==> src/rtl/mac_dot_seq.sv <==
// mac_dot_seq: runs one signed mac_Nbits instance through a dot product of a runtime length with valid/ready I/O.
// Define MAC_DOT_SEQ_OVF_EN to build a wide shadow accumulator that drives res_ovf.
module mac_dot_seq #(
    parameter int N = 8,
    parameter int MAX_LEN = 16,
    localparam int LEN_W = $clog2(MAX_LEN + 1)
) (
    input  logic                  clk,
    input  logic                  rst,
    input  logic                  start,
    input  logic [LEN_W-1:0]      len,
    output logic                  busy,
    input  logic                  in_valid,
    output logic                  in_ready,
    input  logic signed [N-1:0]   in_w,
    input  logic signed [N-1:0]   in_x,
    output logic                  res_valid,
    input  logic                  res_ready,
    output logic signed [2*N-1:0] res_data,
    output logic                  res_ovf
);
    localparam logic [1:0] S_IDLE = 2'd0, S_CLEAR = 2'd1, S_ACCUM = 2'd2, S_DONE = 2'd3;
    localparam logic [LEN_W-1:0] MAX_L = LEN_W'(MAX_LEN);
    logic [1:0] state_q, state_d;
    logic [LEN_W-1:0] len_q, len_d, cnt_q, cnt_d;
    logic clr, fire;
    logic signed [2*N-1:0] acc;

    assign clr       = state_q == S_CLEAR;
    assign in_ready  = state_q == S_ACCUM;
    assign res_valid = state_q == S_DONE;
    assign busy      = state_q != S_IDLE;
    assign fire      = in_valid & in_ready;
    // Only expose the sum once it is final, so partial sums never leak out.
    assign res_data  = res_valid ? acc : '0;

    mac_Nbits #(.N(N)) u_mac (
        .clk (clk),
        .rst (rst | clr),
        .en  (fire),
        .w   (in_w),
        .x   (in_x),
        .acc (acc)
    );

    always_comb begin
        state_d = state_q;
        len_d   = len_q;
        cnt_d   = cnt_q;
        case (state_q)
            S_IDLE: if (start) begin
                state_d = S_CLEAR;
                len_d   = (len > MAX_L) ? MAX_L : len;
            end
            S_CLEAR: begin
                cnt_d   = '0;
                state_d = (len_q == '0) ? S_DONE : S_ACCUM;
            end
            S_ACCUM: if (fire) begin
                cnt_d   = cnt_q + 1'b1;
                state_d = (cnt_d == len_q) ? S_DONE : S_ACCUM;
            end
            default: state_d = res_ready ? S_IDLE : S_DONE;
        endcase
    end

    always_ff @(posedge clk) begin
        if (rst) begin
            state_q <= S_IDLE;
            len_q   <= '0;
            cnt_q   <= '0;
        end else begin
            state_q <= state_d;
            len_q   <= len_d;
            cnt_q   <= cnt_d;
        end
    end

`ifdef MAC_DOT_SEQ_OVF_EN
    localparam int SW = 2 * N + LEN_W;
    logic signed [SW-1:0] sh_q;
    logic signed [2*N-1:0] prod;
    logic [LEN_W:0] top;

    assign prod = in_w * in_x;
    // In range exactly when every bit above the 2N-bit sign position matches it.
    assign top     = sh_q[SW-1:2*N-1];
    assign res_ovf = res_valid && !((&top) || (~|top));

    always_ff @(posedge clk) begin
        if (rst || clr) sh_q <= '0;
        else if (fire) sh_q <= sh_q + {{LEN_W{prod[2*N-1]}}, prod};
    end
`else
    assign res_ovf = 1'b0;
`endif
endmodule

module mac_Nbits #(
    parameter int N = 8
) (
    input  logic                  clk,
    input  logic                  rst,
    input  logic                  en,
    input  logic signed [N-1:0]   w,
    input  logic signed [N-1:0]   x,
    output logic signed [2*N-1:0] acc
);
    logic signed [2*N-1:0] acc_q;

    assign acc = acc_q;

    always_ff @(posedge clk) begin
        if (rst) acc_q <= '0;
        else if (en) acc_q <= acc_q + w * x;
    end
endmodule
==> config.mk <==
export PLATFORM = sky130hd
export DESIGN_NAME = mac_dot_seq
export DESIGN_NICKNAME = d
export VERILOG_FILES = /design/src/rtl/mac_dot_seq.sv
export SDC_FILE = /design/constraint.sdc
export NUM_CORES = 1
export LEC_CHECK = 0
export CAP_MARGIN = 20
export CORE_AREA = 3 3 94 96
export DETAILED_ROUTE_END_ITERATION = 10
export DIE_AREA = 0 0 97 99
export GPL_TIMING_DRIVEN = 0
export PLACE_DENSITY_LB_ADDON = 0.12
export SYNTH_ARGS = -nofsm -noshare
export SYNTH_HDL_FRONTEND = slang
export SYNTH_HIERARCHICAL = 1
export SYNTH_SLANG_ARGS = --single-unit
==> constraint.sdc <==
create_clock -name clk -period 6.57 [get_ports clk]
set_clock_uncertainty 0.2 [all_clocks]
set_input_delay 1.6425 -clock clk [delete_from_list [all_inputs] [get_ports clk]]
set_output_delay 1.6425 -clock clk [all_outputs]
set_load 0.005 [all_outputs]
==> impl_metrics.csv, run 1 <==
group,metric,value,unit
worst_setup_path,cp.required,6.53,ns
global_routing,grt_max_degree,16,
detailed_routing,wl_per_cell,14.4,um
power_and_ir_drop,leakage,0.00244,uW
floorplan,core_area,0.00813,mm^2
placement,globalplace.congestion,0.834,
detailed_routing,wirelength,9090,um
worst_setup_path,critPathArrivalTime,6.25,ns
cells_and_area,fin_nets,665,
synth,ys_types,53,
synth,syn_inst,477,
floorplan,die_w,97,um
cells_and_area,regArea,561,um^2
synth,yosys_warnings,6,
timing,drv_slew,0,
detailed_routing,ant_nets,0,
clock_tree,clk_pin_slew,0.10,ns
worst_setup_path,slowest_delay,0.61,ns
timing,rsz0062_at_grt,"no",
min_path,min_to,"len_q[4]",
global_routing,grt_usage,0.202,
floorplan,die_height,99,um
placement,place_hpwl,7820,um
timing,hold_viol_final,0,
timing,final-setup-viol-count,0,
placement,io_buffers,43,
detailed_routing,first_pass_iters,4,
clock_tree,clk_latency,0.28,ns
clock_tree,htreeDepth,1,
cells_and_area,syn2layout_area_growth,15.1,%
worst_setup_path,rrSetupSlack,1.80,ns
worst_setup_path,cp_slowest_cell,"fa_2",
worst_setup_path,path_common_cell,"inv_1",
cells_and_area,layout_commonest_cell,"inv_1",
power_and_ir_drop,peakVddDrop,0.259,mV
cells_and_area,num_antenna_cells,0,
synth,synth_ff_type,"dfxtp_1",
global_routing,antenna_found_initial,0,
worst_setup_path,cp_cell_sequence,"dlygate4sd2_1 -> nand2_1 -> inv_1 -> fa_2 -> inv_1 -> fa_1 -> inv_1 -> fa_1 -> inv_1 -> fa_1 -> inv_1 -> ha_1 -> ha_1 -> and3_1 -> and3_4 -> nor3_1 -> xor2_1 -> o22ai_1",
synth,avgSynthCellArea,9.12,um^2
floorplan,rows,33,
synth,async_flop_share,0,
clock_tree,cts_max_path_buffers,2,
worst_setup_path,timing.rr.end,"u_mac/acc[12]",
global_routing,grt_pass1_wl,16300,um
worst_setup_path,reg2reg_depth,17,
synth,syn_nets,616,
power_and_ir_drop,power_density,418,mW/mm^2
worst_setup_path,crit_start,"in_x[3]",
cells_and_area,multi_input_area,0.00344,mm^2
global_routing,grt-ovfl-total,0,
cells_and_area,final_cell_mix,"82 x inv_1, 70 x fa_1, 45 x and2_1",
detailed_routing,via_count,3271,
cells_and_area,fillers,738,
floorplan,pin_count,46,
job,max_cap_violations,0,
global_routing,grt_pass1_vias,3572,
synth,synth_seq_cells,28,
worst_setup_path,critPathLaunchType,"input port",
timing,fin_tns_setup,0,ns
worst_setup_path,path_max_fanout,8,
min_path,hold_class,"reg -> reg",
clock_tree,cts_sinks,28,
timing,fin_crit_sh,0.957,
worst_setup_path,crit_type,"in -> reg",
clock_tree,cts_buffers,3,
power_and_ir_drop,finalPower,2090,uW
worst_setup_path,critPathCaptureType,"flop",
synth,synth_edf_count,0,
floorplan,die_area,0.00960,mm^2
cells_and_area,drive_above_1_share,0.0400,
worst_setup_path,reg2reg_from,"u_mac/acc[4]",
detailed_routing,avgViaCountPerCell,5.19,
clock_tree,cts-root-buf,"clkbuf_8",
floorplan,initial_core_util,0.535,
timing,min_period,6.29,ns
min_path,worstHoldPathCells,2,
timing,fmax,0.159,GHz
outcome,outcome,"finished clean",
min_path,min-delay-start,"len_q[4]",
synth,ys_seq_area_frac,0.129,
synth,syn_area,0.00435,mm^2
clock_tree,tritoncts,"yes",
detailed_routing,drt-initial-drc-count,71,
detailed_routing,drc,0,
kinds of logic after synthesis:
| kind of cell | count (synthesis) | synth area share |
|---|---|---|
| and+or+nand+nor | 158 | 0.193 |
| AOI/OAI and AO/OA | 52 | 0.0817 |
| xor gates and xnor gates | 22 | 0.0443 |
| DFF | 28 | 0.129 |
| muxes | 9 | 0.0207 |
| buffers and inverters | 94 | 0.0826 |
| adders and majority gates | 113 | 0.448 |
| other | 1 | 0.000862 |
layer usage:
| layer | vias up | GRT usage | part of all wire |
|---|---|---|---|
| li1 | 1609 | - | - |
| met1 | 1606 | 0.279 | 0.47 |
| met2 | 47 | 0.349 | 0.49 |
| met3 | 9 | 0.0191 | 0.022 |
| met4 | 0 | 0.0432 | 0.011 |
| met5 | - | 0 | 0 |
final cells by class:
| class | count | area share |
|---|---|---|
| repair buffers | 44 | 0.0920 |
| well taps | 105 | 0.0263 |
| multi-input cells | 355 | 0.687 |
| plain buffers | 12 | 0.0103 |
| clock buffers | 4 | 0.0110 |
| flip-flops and latches | 28 | 0.112 |
| inverters | 82 | 0.0615 |
through the flow:
stage	utilization	cells	setup slack [ns]	area, um^2	hold WS [ns]
after CTS	0.612	630	0.0184	4980	0.301
after floorplan	-	477	0.421	4350	0.263
after global placement	0.604	625	-0.551	4910	0.285
after detailed placement	0.604	625	-0.575	4910	0.285
final	0.615	630	0.281	5000	0.297
after global routing	0.615	630	0.0702	5000	0.310
cells in the mapped netlist (3+ instances only):
| library cell | n | share of area |
|---|---|---|
| a211oi_1 | 4 | 0.0069 |
| a21o_1 | 4 | 0.0069 |
| a21oi_1 | 12 | 0.014 |
| a311oi_1 | 3 | 0.0060 |
| a31oi_1 | 4 | 0.0058 |
| and2_1 | 47 | 0.068 |
| and3_1 | 4 | 0.0058 |
| clkbuf_1 | 9 | 0.0078 |
| dfxtp_1 | 28 | 0.13 |
| fa_1 | 71 | 0.33 |
| ha_1 | 42 | 0.12 |
| inv_1 | 82 | 0.071 |
| mux2i_1 | 9 | 0.021 |
| nand2_1 | 39 | 0.034 |
| nand3_1 | 6 | 0.0069 |
| nor2_1 | 30 | 0.026 |
| nor2b_1 | 3 | 0.0043 |
| nor3_1 | 5 | 0.0058 |
| nor3b_1 | 5 | 0.0086 |
| nor4_1 | 4 | 0.0058 |
| o21ai_0 | 6 | 0.0069 |
| o21ai_1 | 3 | 0.0035 |
| xnor2_1 | 19 | 0.038 |
| xor2_1 | 3 | 0.0060 |
where the power goes:
group / leakage [uW] / switching, uW / internal (uW)
clock: 0.0000288 / 56.8 / 53.8
sequential: 0.000227 / 35.3 / 204
combinational: 0.00219 / 952 / 788
worst max-delay path by stage:
stage	cells after the start	slack [ns]	to
finish	18	0.28	u_mac/acc[13]
global route	18	0.07	u_mac/acc[15]
CTS	17	0.02	u_mac/acc[15]
detailed placement	16	-0.58	u_mac/acc[15]
global placement	16	-0.55	u_mac/acc[15]
floorplan	14	0.42	u_mac/acc[13]
worst max-delay path: cells and delay by family:
kind,cells,cell delay [ns]
AOI/OAI and AO/OA,1,0.10
xor gates and xnor gates,1,0.20
adders and majority gates,6,2.87
buffers and inverters,6,0.67
and+or+nand+nor,4,0.76
registers in the layout (all words and copies together) (netlist names):
signal	cells
u_mac/acc	16
len_q	5
state_q	2
cnt_q	5
what timing repair did:
item,CTS,global route
setup endpoints to repair,6,4
resized for setup,9,11
buffers inserted,1,0
pin swaps,0,0
gates cloned,0,0
endpoints found under the hold margin,0,0
hold buffers,0,0
(Power assumes the default switching activity.)
==> inputs of run 2 (changes only) <==
Settings changed: SKIP_CTS_REPAIR_TIMING set to 1, SLEW_MARGIN set to 20.
==> run 2 against run 1 <==
Net effect:
- clock-buffer cell count unchanged
- routed wire length is essentially flat
- maximum frequency rose by 0.95%
- design area up 0.15%
- worst setup slack gained 0.059 ns
- combinational power is essentially flat
- core utilization rose by 0.092 points
- global-route usage hardly changed
- sequential power hardly changed
- power increased by 0.12%
- critical path type unchanged
- largest cell class unchanged
- highest routed layer unchanged
==> impl_metrics.csv, run 2 (synthesized netlist as in run 1, its figures left out) <==
group,metric,value,unit
cells_and_area,num_antenna_cells,0,
clock_tree,cts_buffers,3,
timing,fmax,0.161,GHz
detailed_routing,first_pass_iters,4,
detailed_routing,drt-initial-drc-count,87,
cells_and_area,fin_nets,664,
global_routing,antenna_found_initial,0,
floorplan,die_height,99,um
worst_setup_path,crit_start,"in_x[0]",
power_and_ir_drop,finalPower,2090,uW
timing,min_period,6.23,ns
cells_and_area,drive_above_1_share,0.0382,
power_and_ir_drop,power_density,417,mW/mm^2
global_routing,grt_max_degree,16,
worst_setup_path,critPathLaunchType,"input port",
cells_and_area,largest_reg_flops,16,
placement,globalplace.congestion,0.834,
cells_and_area,final_core_util,0.616,
clock_tree,cts_max_path_buffers,2,
power_and_ir_drop,leakage,0.00247,uW
timing,final-setup-viol-count,0,
detailed_routing,wirelength,9080,um
worst_setup_path,critPathArrivalTime,6.19,ns
detailed_routing,via_count,3270,
timing,drv_slew,0,
power_and_ir_drop,peakVddDrop,0.260,mV
clock_tree,tritoncts,"yes",
floorplan,pin_count,46,
detailed_routing,avgViaCountPerCell,5.20,
floorplan,die_w,97,um
detailed_routing,ant_nets,0,
worst_setup_path,crit_type,"in -> reg",
worst_setup_path,path_max_fanout,9,
floorplan,initial_core_util,0.535,
detailed_routing,drc,0,
clock_tree,clk_latency,0.28,ns
outcome,outcome,"finished clean",
clock_tree,clk_pin_slew,0.10,ns
timing,rsz0062_at_grt,"no",
detailed_routing,wl_per_cell,14.4,um
worst_setup_path,critPathCaptureType,"flop",
cells_and_area,layout_commonest_cell,"inv_1",
cells_and_area,final_cell_mix,"82 x inv_1, 70 x fa_1, 45 x and2_1",
global_routing,grt_pass1_vias,3568,
clock_tree,cts-root-buf,"clkbuf_8",
global_routing,grt_usage,0.202,
timing,fin_crit_sh,0.948,
global_routing,grt-ovfl-total,0,
worst_setup_path,reg2reg_from,"u_mac/acc[4]",
timing,hold_viol_final,0,
min_path,min-delay-start,"len_q[4]",
job,max_cap_violations,0,
clock_tree,cts_sinks,28,
min_path,hold_class,"reg -> reg",
global_routing,grt_pass1_wl,16300,um
floorplan,die_area,0.00960,mm^2
placement,io_buffers,43,
clock_tree,htreeDepth,1,
floorplan,core_area,0.00813,mm^2
cells_and_area,syn2layout_area_growth,15.3,%
floorplan,rows,33,
placement,place_hpwl,7820,um
worst_setup_path,cp.required,6.53,ns
-- run 2: cell types whose count changed in the layout (fill, tap and decap cells not counted), sizes merged --
cell	change
dlymetal6s2s	+4
dlygate4sd2	-4
buf	-1
-- run 2: layer usage --
metal / routed length (um) / vias up / GRT usage
met2: 4470 / 45 / 0.349
met4: 118 / 0 / 0.0432
met1: 4290 / 1607 / 0.279
met3: 199 / 11 / 0.0191
li1: - / 1607 / -
met5: 0 / - / 0
-- run 2: worst paths after layout --
check / slack [ns] / to / cells after the start
setup reg to reg: 1.79 / u_mac/acc[12] / 17
hold / removal: 0.30 / len_q[4] / 2
hold reg to reg: 0.30 / len_q[4] / 2
setup / recovery: 0.34 / u_mac/acc[13] / 16
-- run 2: critical path, cell delays in order --
cell            delay [ns]
dlymetal6s2s_1        0.26
and2_4                0.29
inv_1                 0.08
fa_1                  0.51
inv_1                 0.05
fa_1                  0.52
fa_1                  0.46
fa_1                  0.59
fa_1                  0.43
ha_1                  0.35
o21ai_1               0.16
o21ai_1               0.12
and3_4                0.19
nor3_1                0.24
xor2_1                0.20
o22ai_1               0.10
-- run 2: layout make-up --
class                           instances  area, um^2
Inverter                               82         308
Tap cell                              105         131
Fill cell                             739        3120
Multi-Input combinational cell        355        3440
Timing Repair Buffer                   43         468
Clock buffer                            4        55.1
Sequential cell                        28         561
Buffer                                 12        51.3
-- run 2: through the flow --
| stage | setup TNS [ns] | area [um^2] | setup slack (ns) | instances | hold WS [ns] |
|---|---|---|---|---|---|
| after CTS | -1.22 | 4960 | -0.319 | 629 | 0.301 |
| after detailed placement | -3.57 | 4910 | -0.575 | 625 | 0.285 |
| after global routing | 0 | 5010 | 0.0919 | 629 | 0.310 |
| after floorplan | 0 | 4350 | 0.421 | 477 | 0.263 |
| after global placement | -3.14 | 4910 | -0.551 | 625 | 0.285 |
| final | 0 | 5010 | 0.340 | 629 | 0.297 |
-- run 2: report_power, final --
group	total (uW)	switching [uW]	internal, uW
sequential	239	35.4	204
combinational	1740	953	790
clock	111	56.8	53.8
